[config.mk]
export PLATFORM = sky130hd
export DESIGN_NAME = bytecode_sequencer
export DESIGN_NICKNAME = d
export VERILOG_FILES = /design/src/rtl/seq_pkg.sv /design/src/rtl/seq_dmem.sv /design/src/rtl/bytecode_sequencer.sv
export SDC_FILE = /design/constraint.sdc
export NUM_CORES = 2
export LEC_CHECK = 0
export ABC_CLOCK_PERIOD_IN_PS = 10900
export BUFFER_PORTS_ARGS = -buffer_cell sky130_fd_sc_hd__buf_2
export CAP_MARGIN = 10
export CORE_UTILIZATION = 60
export CTS_BUF_LIST = sky130_fd_sc_hd__clkbuf_8
export CTS_CLUSTER_DIAMETER = 200
export DETAILED_ROUTE_END_ITERATION = 16
export PLACE_DENSITY = 0.76
export SYNTH_ARGS = -nofsm -noshare
export SYNTH_HDL_FRONTEND = slang
export SYNTH_HIERARCHICAL = 1
export SYNTH_SLANG_ARGS = --single-unit
[constraint.sdc]
create_clock -name clk -period 10.9 [get_ports clk]
set_input_delay 1.09 -clock clk [delete_from_list [all_inputs] [get_ports clk]]
set_output_delay 1.09 -clock clk [all_outputs]
set_load 0.05 [all_outputs]
[src/rtl/seq_pkg.sv]
// Shared definitions for the bytecode sequencer: FSM states, opcode values
// and the per-opcode operand count.
package seq_pkg;

  typedef enum logic [2:0] {
    S_IDLE,
    S_FETCH,
    S_LOAD,
    S_DECODE,
    S_OPND,
    S_EXEC,
    S_HALT,
    S_ERR
  } state_e;

  localparam logic [7:0] OP_ALU2 = 8'h02;
  localparam logic [7:0] OP_ALU1 = 8'h01;
  localparam logic [7:0] OP_STI  = 8'hC2;
  localparam logic [7:0] OP_MOV  = 8'hE2;
  localparam logic [7:0] OP_PRN  = 8'h81;
  localparam logic [7:0] OP_CALL = 8'hAA;
  localparam logic [7:0] OP_RET  = 8'h55;
  localparam logic [7:0] OP_HLT  = 8'hFF;

  // Data memory location that receives every ALU result.
  localparam logic [7:0] RESULT_ADDR = 8'h02;

  function automatic logic [1:0] opnd_count(input logic [7:0] opc);
    case (opc)
      OP_ALU2:                 return 2'd3;
      OP_ALU1, OP_STI, OP_MOV: return 2'd2;
      OP_PRN, OP_CALL:         return 2'd1;
      default:                 return 2'd0;
    endcase
  endfunction

  function automatic logic is_legal(input logic [7:0] opc);
    case (opc)
      OP_ALU2, OP_ALU1, OP_STI, OP_MOV,
      OP_PRN, OP_CALL, OP_RET, OP_HLT: return 1'b1;
      default:                         return 1'b0;
    endcase
  endfunction

endpackage

[src/rtl/seq_dmem.sv]
// 256x8 data memory: combinational read, synchronous write. Only the ALU
// result location has a defined reset value.
module seq_dmem
  import seq_pkg::*;
(
  input  logic       clk,
  input  logic       rst_n,
  input  logic       we,
  input  logic [7:0] waddr,
  input  logic [7:0] wdata,
  input  logic [7:0] raddr,
  output logic [7:0] rdata
);

  logic [7:0] mem_q [256];
  logic [7:0] res_q;

  // NOTE: the array has no reset so it maps onto plain RAM; the one word that
  // needs a known value after reset lives in its own resettable register.
  always_ff @(posedge clk) begin
    if (we && (waddr != RESULT_ADDR)) mem_q[waddr] <= wdata;
  end

  always_ff @(posedge clk or negedge rst_n) begin
    if (!rst_n)                              res_q <= 8'h00;
    else if (we && (waddr == RESULT_ADDR))   res_q <= wdata;
  end

  assign rdata = (raddr == RESULT_ADDR) ? res_q : mem_q[raddr];

endmodule

[src/rtl/bytecode_sequencer.sv]
// Byte-code sequencer: fetches opcodes and operands from a synchronous ROM,
// drives an external ALU, and executes store/move/print/call/return.
module bytecode_sequencer
  import seq_pkg::*;
#(
  parameter int         IMEM_AW   = 8,
  parameter logic [7:0] HALT_ADDR = 8'hFF
) (
  input  logic               clk,
  input  logic               rst_n,
  input  logic               start,
  output logic [IMEM_AW-1:0] imem_addr,
  input  logic [7:0]         imem_data,
  output logic [5:0]         alu_op,
  output logic [7:0]         alu_a,
  output logic [7:0]         alu_b,
  input  logic [7:0]         alu_result,
  output logic [7:0]         result,
  output logic               out_valid,
  output logic [7:0]         out_data,
  output logic               running,
  output logic               halted,
  output logic               illegal
);

  state_e     state_q, state_d;
  logic [7:0] pc_q, pc_d;
  logic [1:0] cnt_q, cnt_d;
  logic [1:0] idx_q, idx_d;
  logic [7:0] opc_q, opc_d;
  logic [7:0] byte_q, byte_d;
  logic [7:0] opnd0_q, opnd0_d;
  logic [7:0] opnd1_q, opnd1_d;
  logic [7:0] link_q, link_d;
  logic       link_valid_q, link_valid_d;
  logic [7:0] result_q, result_d;
  logic       out_valid_q, out_valid_d;
  logic [7:0] out_data_q, out_data_d;
  logic [5:0] alu_op_q, alu_op_d;
  logic [7:0] alu_a_q, alu_a_d;
  logic [7:0] alu_b_q, alu_b_d;

  logic       dmem_we;
  logic [7:0] dmem_waddr, dmem_wdata, dmem_raddr, dmem_rdata;

  // NOTE: sequential state uses non-blocking assignments so every register
  // samples the pre-edge value of every other register.
  always_ff @(posedge clk or negedge rst_n) begin
    if (!rst_n) state_q <= S_IDLE;
    else        state_q <= state_d;
  end

  // NOTE: every combinational block assigns a default first so no path
  // leaves a signal unassigned and no latch is inferred.
  always_comb begin
    state_d = state_q;
    case (state_q)
      S_IDLE:   if (start) state_d = S_FETCH;
      S_FETCH:  state_d = (cnt_q == 2'd0 && pc_q == HALT_ADDR) ? S_HALT : S_LOAD;
      S_LOAD:   state_d = (cnt_q == 2'd0) ? S_DECODE : S_OPND;
      S_DECODE: begin
        if (!is_legal(byte_q))               state_d = S_ERR;
        else if (byte_q == OP_HLT)           state_d = S_HALT;
        else if (opnd_count(byte_q) == 2'd0) state_d = S_EXEC;
        else                                 state_d = S_FETCH;
      end
      S_OPND:   state_d = (cnt_q == 2'd1) ? S_EXEC : S_FETCH;
      S_EXEC:   state_d = S_FETCH;
      default:  state_d = state_q;
    endcase
  end

  always_comb begin
    running    = !(state_q inside {S_IDLE, S_HALT, S_ERR});
    halted     = (state_q == S_HALT);
    illegal    = (state_q == S_ERR);
    dmem_we    = 1'b0;
    dmem_waddr = opnd0_q;
    dmem_wdata = opnd1_q;
    dmem_raddr = (opc_q == OP_MOV) ? opnd1_q : opnd0_q;
    if (state_q == S_EXEC) begin
      case (opc_q)
        OP_ALU2, OP_ALU1: begin
          dmem_we    = 1'b1;
          dmem_waddr = RESULT_ADDR;
          dmem_wdata = alu_result;
        end
        OP_STI: dmem_we = 1'b1;
        OP_MOV: begin
          dmem_we    = 1'b1;
          dmem_wdata = dmem_rdata;
        end
        default: ;
      endcase
    end
  end

  always_comb begin
    pc_d         = pc_q;
    cnt_d        = cnt_q;
    idx_d        = idx_q;
    opc_d        = opc_q;
    byte_d       = byte_q;
    opnd0_d      = opnd0_q;
    opnd1_d      = opnd1_q;
    link_d       = link_q;
    link_valid_d = link_valid_q;
    result_d     = result_q;
    out_valid_d  = 1'b0;
    out_data_d   = out_data_q;
    alu_op_d     = alu_op_q;
    alu_a_d      = alu_a_q;
    alu_b_d      = alu_b_q;
    case (state_q)
      S_LOAD: begin
        byte_d = imem_data;
        pc_d   = pc_q + 8'd1;
      end
      S_DECODE: begin
        opc_d = byte_q;
        cnt_d = opnd_count(byte_q);
        idx_d = 2'd0;
      end
      S_OPND: begin
        cnt_d = cnt_q - 2'd1;
        idx_d = idx_q + 2'd1;
        if (idx_q == 2'd0) opnd0_d = byte_q;
        if (idx_q == 2'd1) opnd1_d = byte_q;
        // ALU operands go straight to the ALU port registers; ALU1 never
        // reaches index 2, so alu_b keeps its previous value.
        if (opc_q == OP_ALU2 || opc_q == OP_ALU1) begin
          case (idx_q)
            2'd0:    alu_op_d = byte_q[5:0];
            2'd1:    alu_a_d  = byte_q;
            default: alu_b_d  = byte_q;
          endcase
        end
      end
      S_EXEC: begin
        case (opc_q)
          OP_ALU2, OP_ALU1: result_d = alu_result;
          OP_STI:           result_d = opnd1_q;
          OP_MOV:           result_d = dmem_rdata;
          OP_PRN: begin
            out_valid_d = 1'b1;
            out_data_d  = dmem_rdata;
          end
          OP_CALL: begin
            link_d       = pc_q - 8'd1;
            link_valid_d = 1'b1;
            pc_d         = opnd0_q;
          end
          OP_RET: begin
            if (link_valid_q) begin
              pc_d         = link_q + 8'd1;
              link_valid_d = 1'b0;
            end
          end
          default: ;
        endcase
      end
      default: ;
    endcase
  end

  always_ff @(posedge clk or negedge rst_n) begin
    if (!rst_n) begin
      pc_q         <= 8'h00;
      cnt_q        <= 2'd0;
      idx_q        <= 2'd0;
      opc_q        <= 8'h00;
      byte_q       <= 8'h00;
      opnd0_q      <= 8'h00;
      opnd1_q      <= 8'h00;
      link_q       <= 8'h00;
      link_valid_q <= 1'b0;
      result_q     <= 8'h00;
      out_valid_q  <= 1'b0;
      out_data_q   <= 8'h00;
      alu_op_q     <= 6'd0;
      alu_a_q      <= 8'h00;
      alu_b_q      <= 8'h00;
    end else begin
      pc_q         <= pc_d;
      cnt_q        <= cnt_d;
      idx_q        <= idx_d;
      opc_q        <= opc_d;
      byte_q       <= byte_d;
      opnd0_q      <= opnd0_d;
      opnd1_q      <= opnd1_d;
      link_q       <= link_d;
      link_valid_q <= link_valid_d;
      result_q     <= result_d;
      out_valid_q  <= out_valid_d;
      out_data_q   <= out_data_d;
      alu_op_q     <= alu_op_d;
      alu_a_q      <= alu_a_d;
      alu_b_q      <= alu_b_d;
    end
  end

  seq_dmem u_dmem (
    .clk   (clk),
    .rst_n (rst_n),
    .we    (dmem_we),
    .waddr (dmem_waddr),
    .wdata (dmem_wdata),
    .raddr (dmem_raddr),
    .rdata (dmem_rdata)
  );

  assign imem_addr = IMEM_AW'(pc_q);
  assign alu_op    = alu_op_q;
  assign alu_a     = alu_a_q;
  assign alu_b     = alu_b_q;
  assign result    = result_q;
  assign out_valid = out_valid_q;
  assign out_data  = out_data_q;

endmodule

==> results.json <==
{
  "status": "finished clean",
  "cts_hold_buffers": 0,
  "cpMaxStageDelayCell": "o31ai_1",
  "finalCritPeriodShare": 0.825,
  "die_h_um": 381,
  "irDropWorstVdd_mv": 0.255,
  "cp-end-kind": "flop",
  "fin_crit_ns": 8.99,
  "io_buffers": 68,
  "cellLeakagePower_nw": 31.2,
  "post_cts_buffers": 0,
  "path_class": "reg2reg",
  "wl_um": 212000,
  "ys_dominant_reg_cell": "edfxtp_1",
  "hold_violations": 0,
  "worst-path-max-fanout": 96,
  "post_cts_resized": 0,
  "fmax_mhz": 111,
  "ys_seq_area_frac": 0.742,
  "grt_pass1_vias": 45000,
  "syn_area_sq_um": 86300,
  "clkTransAtPathRegs_ns": 0.06,
  "arrival_ns": 9.62,
  "die_w_um": 381,
  "rsz0062_at_grt": "false",
  "cts_root_buf": "clkbuf_8",
  "max_slew_margin": 0.110,
  "drtIter0Drc": 6430,
  "detail_route.wl_per_cell_um": 31.2,
  "mostFrequentLayoutCells": "edfxtp_1, clkbuf_8, mux2i_1, mux4_2, nor2_1",
  "synthArstFlopShare": 0.0479,
  "grt_usage": 0.294,
  "core-area_sq_um": 142000,
  "critPathBufInv": 2,
  "worst_slew_pin_slew_ns": 1.33,
  "ff2ff_path_depth": 13,
  "clockBufferDepth": 4,
  "clk_latency_ns": 1.04,
  "numCtsBuffers": 344,
  "grt_pass1_wl_um": 308000,
  "num_vias": 45600,
  "postSynthCellCount": 4454,
  "holdWs_ns": 0.135,
  "maxSlewViolCount": 0,
  "start_kind": "flop",
  "drt_first_pass_iters": 6,
  "area_growth_pct": 8.52,
  "syn_area_per_cell_sq_um": 19.4,
  "h-tree-depth": 5,
  "path_cells": "or3_1 -> nor4b_4 -> nand2_1 -> mux2_8 -> buf_12 -> nand2b_1 -> o221ai_1 -> o21ai_0 -> a221oi_1 -> o31ai_1 -> a22oi_1 -> nand2_4 -> buf_4",
  "critical_path_depth": 13,
  "dp_hpwl_um": 126000,
  "rows": 138,
  "start_util": 0.607,
  "final.setup.tns_ns": 0,
  "cellPowerDensity_nw_per_um2": 267,
  "cts_sinks": 2151,
  "ios": 69,
  "place.gp.congestion": 0.919,
  "vias_per_cell": 6.70,
  "drive_gt1_frac": 0.210,
  "grt_max_degree": 206,
  "synth_cell_types": 83,
  "die_area_sq_um": 145000,
  "cp.required_ns": 11.53,
  "overflow": 0,
  "layout_commonest_cell": "edfxtp_1",
  "cp_top_family": "simple AND/OR/NAND/NOR gates",
  "antenna_found_initial": 10,
  "setup_viol": 0,
  "antenna_left": 0,
  "final_nets": 4700,
  "min_path_type": "in2async",
  "ys_ff_latch": 2151,
  "yosys_warnings": 6,
  "cap_violations": 0,
  "drc_errors": 0,
  "cpPeakStageDelay_ns": 1.03,
  "cts_tree": "built",
  "skew_ns": 0.0670,
  "synth_edf_count": 2048
}
-- area by class of cell --
| cell class | instances | area [sq um] |
|---|---|---|
| Sequential cell | 2151 | 64100 |
| Tap cell | 1890 | 2360 |
| Inverter | 17 | 71.3 |
| Fill cell | 9035 | 48400 |
| Clock buffer | 359 | 4940 |
| Multi-Input combinational cell | 2026 | 20100 |
| Timing Repair Buffer | 134 | 1020 |
| Antenna cell | 5 | 12.5 |
| Clock inverter | 227 | 1090 |
-- cells by family after synthesis --
logic type / Yosys count / share of synthesized area
AO/OA/AOI/OAI: 495 / 0.0388
XOR/XNOR: 11 / 0.00112
adder cells (fa/ha/maj): 7 / 0.00101
buffers and inverters: 284 / 0.0272
flip-flops: 2151 / 0.742
multiplexers: 834 / 0.155
other: 1 / 0.0000434
AND/OR/NAND/NOR: 671 / 0.0344
-- synth_stat cells (8+ instances only) --
master	n	area, sq um
buf_8	15	225
nand2_1	202	758
nand4_1	11	68.8
or3_1	12	75.1
mux4_2	324	7300
edfxtp_1	2048	61500
buf_4	13	97.6
buf_12	34	681
mux2_2	108	1220
clkbuf_8	27	372
buf_2	63	315
a32oi_1	10	87.6
o21ai_1	20	100
inv_1	15	56.3
buf_6	18	203
a221oi_1	55	482
a211oi_1	23	173
o221ai_1	16	140
nor3_1	14	70.1
mux4_1	52	1370
nor2b_1	22	138
dfrtp_1	103	2580
mux2i_1	350	3500
clkbuf_1	84	315
a21oi_1	97	485
nor2_1	298	1120
o22ai_1	24	150
nand2b_1	8	50.1
o211ai_1	44	330
o21ai_0	102	510
a22oi_1	45	338
a31oi_1	14	87.6
nand3_1	55	275
-- final timing paths --
| kind | to | slack, ns | start |
|---|---|---|---|
| setup / recovery | u_dmem/mem_q[186][5] | 1.91 | opc_q[3] |
| hold / removal | cnt_q[0] | 0.14 | rst_n |
| setup reg to reg | u_dmem/mem_q[186][5] | 1.91 | opc_q[3] |
| hold reg to reg | result[4] | 0.48 | result[4] |
| max in group asynchronous | alu_a[1] | 9.65 | rst_n |
| min in group clk | byte_q[0] | 0.29 | imem_data[0] |
-- flip-flops by register name, summed over array words and instances, names as in the netlist, 6 cells and up --
register and cells:
u_dmem/mem_q 2048, alu_a 8, alu_b 8, byte_q 8
imem_addr 8, link_q 8, opc_q 8, opnd0_q 8
opnd1_q 8, out_data 8, result 8, u_dmem/res_q 8
alu_op 6
-- stage by stage --
step / setup WS [ns] / power, W / std cells / instance area (sq um) / utilization
detailed placement: 2.57 / 0.0188 / 6218 / 87600 / 0.617
finish: 1.91 / 0.0250 / 6809 / 93700 / 0.659
floorplan: 3.33 / 0.0166 / 4461 / 86300 / -
global placement: 2.39 / 0.0187 / 6217 / 87600 / 0.617
global route: 1.84 / 0.0257 / 6806 / 93700 / 0.659
CTS: 2.52 / 0.0249 / 6804 / 93600 / 0.659
-- routing by layer --
| layer | wire [um] | vias to the layer above | global-route usage |
|---|---|---|---|
| li1 | - | 18600 | - |
| met1 | 80100 | 23500 | 0.415 |
| met2 | 98200 | 3013 | 0.439 |
| met3 | 24500 | 507 | 0.0721 |
| met4 | 9560 | 2 | 0.129 |
| met5 | 16 | - | 0 |
-- power by group --
group          total, W  internal, W  switching, W
logic           0.00824      0.00264       0.00560
registers        0.0106       0.0103      0.000250
clock network   0.00619      0.00317       0.00302
total            0.0250       0.0161       0.00887
Note: power is estimated with default switching activity, not from simulation.
